===== config.mk =====
export PLATFORM = sky130hd
export DESIGN_NAME = subservient_debug_arbiter
export DESIGN_NICKNAME = d
export VERILOG_FILES = /design/src/rtl/subservient_debug_arbiter.sv
export SDC_FILE = /design/constraint.sdc
export NUM_CORES = 1
export LEC_CHECK = 0
export CAP_MARGIN = 5
export CORE_MARGIN = 2
export CORE_UTILIZATION = 45
export CTS_CLUSTER_DIAMETER = 120
export DETAILED_ROUTE_END_ITERATION = 7
export PLACE_DENSITY = 0.73
export SYNTH_ARGS = -nofsm -noshare
export SYNTH_HDL_FRONTEND = slang
export SYNTH_SLANG_ARGS = --single-unit

===== constraint.sdc =====
create_clock -name i_clk -period 3.4 [get_ports i_clk]
set_clock_uncertainty 0.1 [all_clocks]
set_input_delay 0.51 -clock i_clk [delete_from_list [all_inputs] [get_ports i_clk]]
set_output_delay 0.51 -clock i_clk [all_outputs]
set_load 0.01 [all_outputs]

===== src/rtl/subservient_debug_arbiter.sv =====
// Bus-ownership arbiter between the CPU and the debug host for the subservient debug switch.
// Hands the bus over only between Wishbone transactions and bounds debug-side waits with a timeout.
module subservient_debug_arbiter #(
    parameter int TIMEOUT = 255
) (
    input  logic i_clk,
    input  logic i_rst,
    input  logic i_dbg_req,
    output logic o_dbg_gnt,
    output logic o_debug_mode,
    input  logic i_wb_dbus_stb,
    input  logic i_wb_dbg_stb,
    input  logic i_wb_mux_ack,
    output logic o_dbg_timeout
);

    localparam int CW = $clog2(TIMEOUT + 1);
    localparam logic [CW-1:0] CNT_LAST = CW'(TIMEOUT - 1);

    typedef enum logic [1:0] {
        S_CPU,
        S_DRAIN,
        S_DEBUG,
        S_RELEASE
    } state_t;

    state_t        state;
    logic [CW-1:0] cnt;
    logic          cpu_idle;
    logic          dbg_idle;
    logic          dbg_owned;
    logic          dbg_waiting;

    assign cpu_idle    = !i_wb_dbus_stb || i_wb_mux_ack;
    assign dbg_idle    = !i_wb_dbg_stb || i_wb_mux_ack || o_dbg_timeout;
    assign dbg_owned   = (state == S_DEBUG) || (state == S_RELEASE);
    assign dbg_waiting = dbg_owned && i_wb_dbg_stb && !i_wb_mux_ack;

    // NOTE: state and outputs update together with non-blocking assignments, so
    // every output is a flop and no input reaches an output combinationally.
    always_ff @(posedge i_clk or posedge i_rst) begin
        if (i_rst) begin
            state         <= S_CPU;
            o_debug_mode  <= 1'b0;
            o_dbg_gnt     <= 1'b0;
            o_dbg_timeout <= 1'b0;
            cnt           <= '0;
        end else begin
            case (state)
                S_CPU: begin
                    if (i_dbg_req && cpu_idle) begin
                        state        <= S_DEBUG;
                        o_debug_mode <= 1'b1;
                        o_dbg_gnt    <= 1'b1;
                    end else if (i_dbg_req) begin
                        state <= S_DRAIN;
                    end
                end
                // Once draining, the handover completes even if the request drops.
                S_DRAIN: begin
                    if (cpu_idle) begin
                        state        <= S_DEBUG;
                        o_debug_mode <= 1'b1;
                        o_dbg_gnt    <= 1'b1;
                    end
                end
                S_DEBUG: begin
                    if (!i_dbg_req && dbg_idle) begin
                        state        <= S_CPU;
                        o_debug_mode <= 1'b0;
                        o_dbg_gnt    <= 1'b0;
                    end else if (!i_dbg_req) begin
                        state     <= S_RELEASE;
                        o_dbg_gnt <= 1'b0;
                    end
                end
                S_RELEASE: begin
                    if (dbg_idle) begin
                        state        <= S_CPU;
                        o_debug_mode <= 1'b0;
                    end
                end
                default: begin
                    state        <= S_CPU;
                    o_debug_mode <= 1'b0;
                    o_dbg_gnt    <= 1'b0;
                end
            endcase

            // Counter restarts at the hit so a held strobe times out every TIMEOUT cycles.
            if (dbg_waiting && (cnt == CNT_LAST)) begin
                cnt           <= '0;
                o_dbg_timeout <= 1'b1;
            end else if (dbg_waiting) begin
                cnt           <= cnt + CW'(1);
                o_dbg_timeout <= 1'b0;
            end else begin
                cnt           <= '0;
                o_dbg_timeout <= 1'b0;
            end
        end
    end

endmodule


==> flow_summary.yaml, run 1 <==
die:
  rows: 13
  ios: 9
  initial_utilization_pct: 49.2
  die_w_um: 42.2
  die_area_sq_um: 1780
  core_area_sq_um: 1330
  die_h_um: 42.2
place:
  numPortBuffers: 8
  dp_slack_ps: 1470
  hpwl_um: 897
  place_congestion: 0.782
  placed_cell_area_sq_um: 746
timing:
  max_slew.worst_pin.slew_ps: 483
  period_share_pct: 53.3
  slew_headroom_pct: 67.8
  period_needed_ps: 1810
  setup_viol: 0
  fin_setup_tns_ps: 0
  fmax_mhz: 551
  rsz0062_at_grt: "false"
  slew_violations: 0
  hold_viol: 0
  layout_setup_ws_ps: 1590
yosys:
  synth.most_common_cell: "dfrtp_1"
  yosysWarnings: 0
  seq_area_frac_synth_pct: 49.6
  async_flop_share_pct: 100
  synth_top_area_share_pct: 49.6
  netlist-cell-type-count: 30
  yosysTopAreaCell: "dfrtp_1"
  synth_common_cells: "dfrtp_1, nand2_1, a21oi_1, nor2_1, inv_1"
  netlist_instances: 67
  yosys-top-cells-area: "dfrtp_1, a21oi_1, ha_1"
  syn-num-nets: 75
  netlist_area_sq_um: 656
  synth_edf_count: 0
  synth_seq_cells: 13
  synth_top_flop_cell: "dfrtp_1"
  syn_area_per_cell_sq_um: 9.79
critical_path:
  crit_path_top_delay_cell: "clkdlybuf4s50_1"
  max_stage_delay_ps: 540
  crit_type: "reg -> out"
  worst-path-buf-inv: 1
  crit_required_ps: 2790
  cp.arrival_ps: 1200
  start_kind: "flop"
  cpLargestDelayFamily: "buffers and inverters"
  path_cells: "clkdlybuf4s50_1"
  worst-path-max-fanout: 3
  reg2reg_slack_ps: 1910
  reg2reg_depth: 5
  cp.depth: 1
  endpoint_kind: "output port"
clock_tree:
  post_cts_buffers: 0
  cts_resized: 0
  root_buffer: "clkbuf_4"
  ctsHoldBuffers: 0
  cts_buffers: 3
  clk_path_buf_depth: 2
  clock-sinks: 13
  clkTransAtPathRegs_ps: 80
  worst_skew_pair.late_latency_ps: 270
  cts_tree: "built"
  htreeDepth: 1
global_routing:
  grt_max_degree: 14
  grt_pass1_vias: 489
  grt_pass1_wl_um: 2040
  grt.total_usage_pct: 15.2
  grt-ovfl-total: 0
  antenna_found_initial: 0
hold_path:
  hp-class: "reg -> reg"
  holdPathStages: 1
cells_and_area:
  syn2layout_area_growth_pct: 17.7
  fin_nets: 86
  layout-drive-gt1-share_pct: 6.49
  final_area_sq_um: 772
  diodes: 0
  fin_util_pct: 57.9
  nFillCells: 123
route:
  drt-initial-drc-count: 8
  met2WireLength_um: 529
  wl_met3_um: 51
  highest_layer: "met4"
  vias: 530
  first_pass_iters: 4
  ant_nets: 0
  met1Wirelength_um: 569
  routed_via_density: 5.76
  drt-total-wl_um: 1170
  drc: 0
  wire_per_inst_um: 12.8
job:
  drv_cap: 0
outcome:
  status: "finished, final reports clean"
power_and_ir_drop:
  peakVddDrop_uv: 256
  power_density_nw_per_um2: 475
  p_leak_nw: 0.316
==> worst reg2reg max path: stages (launching register included) <==
cell	delay, ps
dfrtp_1	440
inv_1	80
ha_1	190
nand4_1	200
o21bai_1	290
nor2_1	80
==> path summary, 6_finish.rpt <==
path	from	endpoint
hold reg to reg	o_dbg_gnt	o_dbg_gnt
setup / recovery	o_debug_mode	o_debug_mode
min in group asynchronous	i_rst	cnt[3]
max in group asynchronous	i_rst	o_debug_mode
hold / removal	o_dbg_gnt	o_dbg_gnt
setup reg to reg	cnt[0]	cnt[2]
==> cells in the final DEF, fill, tap and decap left out, types with 2 or more instances in the layout <==
| cell type | Yosys | layout |
|---|---|---|
| nand4_1 | 2 | 2 |
| nor2_1 | 5 | 5 |
| ha_1 | 2 | 2 |
| a21oi_1 | 5 | 5 |
| o21ai_0 | 2 | 2 |
| nand2_1 | 6 | 6 |
| clkdlybuf4s50_1 | 0 | 8 |
| o21bai_1 | 2 | 2 |
| a31oi_1 | 2 | 2 |
| nand3b_1 | 3 | 3 |
| inv_1 | 4 | 4 |
| dfrtp_1 | 13 | 13 |
| nor3_1 | 2 | 2 |
| a21o_1 | 2 | 2 |
| clkbuf_4 | 0 | 3 |
==> state kept, by name, indices dropped and copies added, names as in the netlist <==
register       count
o_dbg_gnt          1
o_dbg_timeout      1
state              2
o_debug_mode       1
cnt                8
==> logic make-up (layout without fill, tap and decap cells) <==
group                    count (synthesis)  in the layout  synth area share, %
AND/OR/NAND/NOR                         27             27                 23.9
AO/OA/AOI/OAI                           18             18                 17.7
adder cells (fa/ha/maj)                  2              2                 3.82
flip-flops                              13             13                 49.6
XOR/XNOR                                 1              1                 1.34
buffers and inverters                    6             16                 3.62
==> area by class of cell <==
cell class,instances,area [sq um],area share [%]
Clock buffer,4,26.3,3.40
Inverter,4,15.0,1.94
Multi-Input combinational cell,48,307,39.7
Sequential cell,13,325,42.1
Tap cell,15,18.8,2.43
Timing Repair Buffer,8,80.1,10.4
==> metrics by stage <==
stage | instances | hold slack, ps | power (mW)
floorplan | 67 | 287 | 0.237
global placement | 88 | 363 | 0.273
detailed placement | 88 | 385 | 0.275
CTS | 92 | 408 | 0.368
global route | 92 | 424 | 0.386
finish | 92 | 399 | 0.367
==> power by group <==
group	switching (mW)	internal (mW)	total (mW)
registers	0.0201	0.173	0.193
clock network	0.0491	0.0455	0.0946
logic	0.0320	0.0467	0.0787
total	0.101	0.266	0.367
==> metal layers <==
metal	track usage, %	vias up
li1	-	262
met1	20.4	249
met2	23.7	14
met3	2.59	5
met4	7.50	0
met5	0	-
No activity file was read; power rests on OpenSTA's default activity.
==> inputs of run 2 (changes only) <==
Clock period 3.4 ns to 1.8 ns, I/O delays scaled along.
==> results of run 2 <==
The final DEF is identical to that of run 1. Status: finished, final reports clean.
Among the figures that moved: setup slack after placement 1470 ps -> 112 ps; setup slack after layout 1590 ps -> 226 ps; hold slack 399 ps -> 205 ps; register-to-register setup slack 1910 ps -> 310 ps; total power 0.367 mW -> 0.693 mW; worst IR drop on VDD 256 uV -> 484 uV
==> inputs of run 3 (changes only) <==
Settings changed: GPL_ROUTABILITY_DRIVEN set to 0.
Clock period 1.8 ns to 1.63 ns, I/O delays scaled along.
==> flow_summary.yaml, run 3 (synthesized netlist as in run 1, its figures left out) <==
timing:
  slew_headroom_pct: 66.4
  hold_viol: 0
  hold_ws_ps: 186
  period_needed_ps: 1540
  max_slew.worst_pin.slew_ps: 503
  setup_viol: 0
  slew_violations: 0
  fmax_mhz: 651
  period_share_pct: 94.2
  layout_setup_ws_ps: 94.7
  rsz0062_at_grt: "false"
clock_tree:
  clock-sinks: 13
  htreeDepth: 1
  ctsHoldBuffers: 0
  root_buffer: "clkbuf_4"
  cts_tree: "built"
  clkTransAtPathRegs_ps: 80
  worst_skew_pair.late_latency_ps: 270
  clk_path_buf_depth: 2
  post_cts_buffers: 0
  cts_buffers: 3
  cts_resized: 0
power_and_ir_drop:
  power_density_nw_per_um2: 981
  power.internal_uw: 560
  seqPwrFrac_pct: 51.7
  combPwrFrac_pct: 22.6
  p_leak_nw: 0.325
  clock_power_share_pct: 25.7
  swShare_pct: 27.4
  p_sw_uw: 212
  peakVddDrop_uv: 559
global_routing:
  grt_pass1_wl_um: 2190
  grt_pass1_vias: 503
  use_met2_pct: 26.8
  grt.total_usage_pct: 15.9
  grt-ovfl-total: 0
  busiest_layer: "met2"
  grt_max_degree: 14
  use_met1_pct: 21.2
  antenna_found_initial: 0
  met3_usage_pct: 2.59
route:
  ant_nets: 0
  wire_per_inst_um: 13.4
  first_pass_iters: 4
  drt-total-wl_um: 1260
  vias: 529
  drt-initial-drc-count: 13
  routed_via_density: 5.63
  drc: 0
critical_path:
  reg2reg_depth: 3
  worst-path-buf-inv: 1
  cpLargestDelayFamily: "buffers and inverters"
  path_cells: "clkdlybuf4s50_1"
  max_stage_delay_ps: 540
  crit_required_ps: 1290
  start_kind: "flop"
  crit_type: "reg -> out"
  crit_path_top_delay_cell: "clkdlybuf4s50_1"
  endpoint_kind: "output port"
  worstReg2RegEnd: "cnt[7]"
  worst-path-max-fanout: 3
  r2r-start: "cnt[2]"
  reg2reg_slack_ps: 160
  cp.arrival_ps: 1190
place:
  hpwl_um: 958
  numPortBuffers: 8
  place_inst: 90
  dp_slack_ps: -32.2
die:
  die_w_um: 42.2
  initial_utilization_pct: 49.2
  die_h_um: 42.2
  die_area_sq_um: 1780
  rows: 13
  ios: 9
  core_area_sq_um: 1330
cells_and_area:
  fin_nets: 88
  top_register: "cnt"
  nFillCells: 115
  reg.largest.list: "cnt: 8 flops, state: 2 flops"
  final_cell_mix: "dfrtp_1, clkdlybuf4s50_1, nand2_1"
  final_common_cell: "dfrtp_1"
  stdcell_count: 94
  layout-drive-gt1-share_pct: 8.86
  syn2layout_area_growth_pct: 20.0
  diodes: 0
  largest_register_ffs: 8
hold_path:
  hp-class: "in -> async"
outcome:
  status: "finished, final reports clean"
job:
  drv_cap: 0
==> run 3: cell types whose count changed in the layout (fill, tap and decap cells not counted), sizes merged <==
cell  delta
buf      +2
==> run 3: layout make-up <==
cell class / instances / area (sq um) / share of cell area (%)
clock buffers: 4 / 26.3 / 3.34
inverters: 4 / 15.0 / 1.91
repair buffers: 10 / 95.1 / 12.1
well taps: 15 / 18.8 / 2.38
flip-flops and latches: 13 / 325 / 41.3
multi-input cells: 48 / 307 / 39.0
==> run 3: worst register-to-register path, cell delays in order, from the launching register on <==
cell and delay, ps:
dfrtp_1 480, nand4_2 170, or4_1 500, a21oi_1 150
==> run 3: worst max path at each step <==
stage                     depth (start not counted)         start  slack (ps)      endpoint
after floorplan                                   4        cnt[2]         280        cnt[7]
after global placement                            4  i_wb_dbg_stb          -9  o_debug_mode
after detailed placement                          4  i_wb_dbg_stb         -30  o_debug_mode
after CTS                                         1  o_debug_mode          90  o_debug_mode
after global routing                              4        cnt[1]          30        cnt[2]
final                                             1  o_debug_mode          90  o_debug_mode
==> run 3: metal layers <==
layer	routed length (um)	part of all wire (%)	vias up
li1	-	-	265
met1	620	49	247
met2	574	45	15
met3	55	4.4	2
met4	13	1.0	0
met5	0	0	-
==> run 3: power by group through the flow <==
stage | sequential (mW) | combinational, mW | clock (mW)
finish | 0.399 | 0.174 | 0.199
global route | 0.409 | 0.191 | 0.212
global placement | 0.404 | 0.173 | 0
CTS | 0.400 | 0.177 | 0.202
floorplan | 0.402 | 0.0932 | 0
detailed placement | 0.407 | 0.177 | 0
==> run 3: through the flow <==
stage	area (sq um)	setup TNS (ps)	power, mW	util (%)
final	787	0	0.772	59.0
after global routing	787	0	0.812	59.0
after CTS	787	0	0.779	59.0
after detailed placement	761	-32.2	0.583	57.0
after global placement	761	-9.29	0.578	57.0
after floorplan	656	0	0.495	-
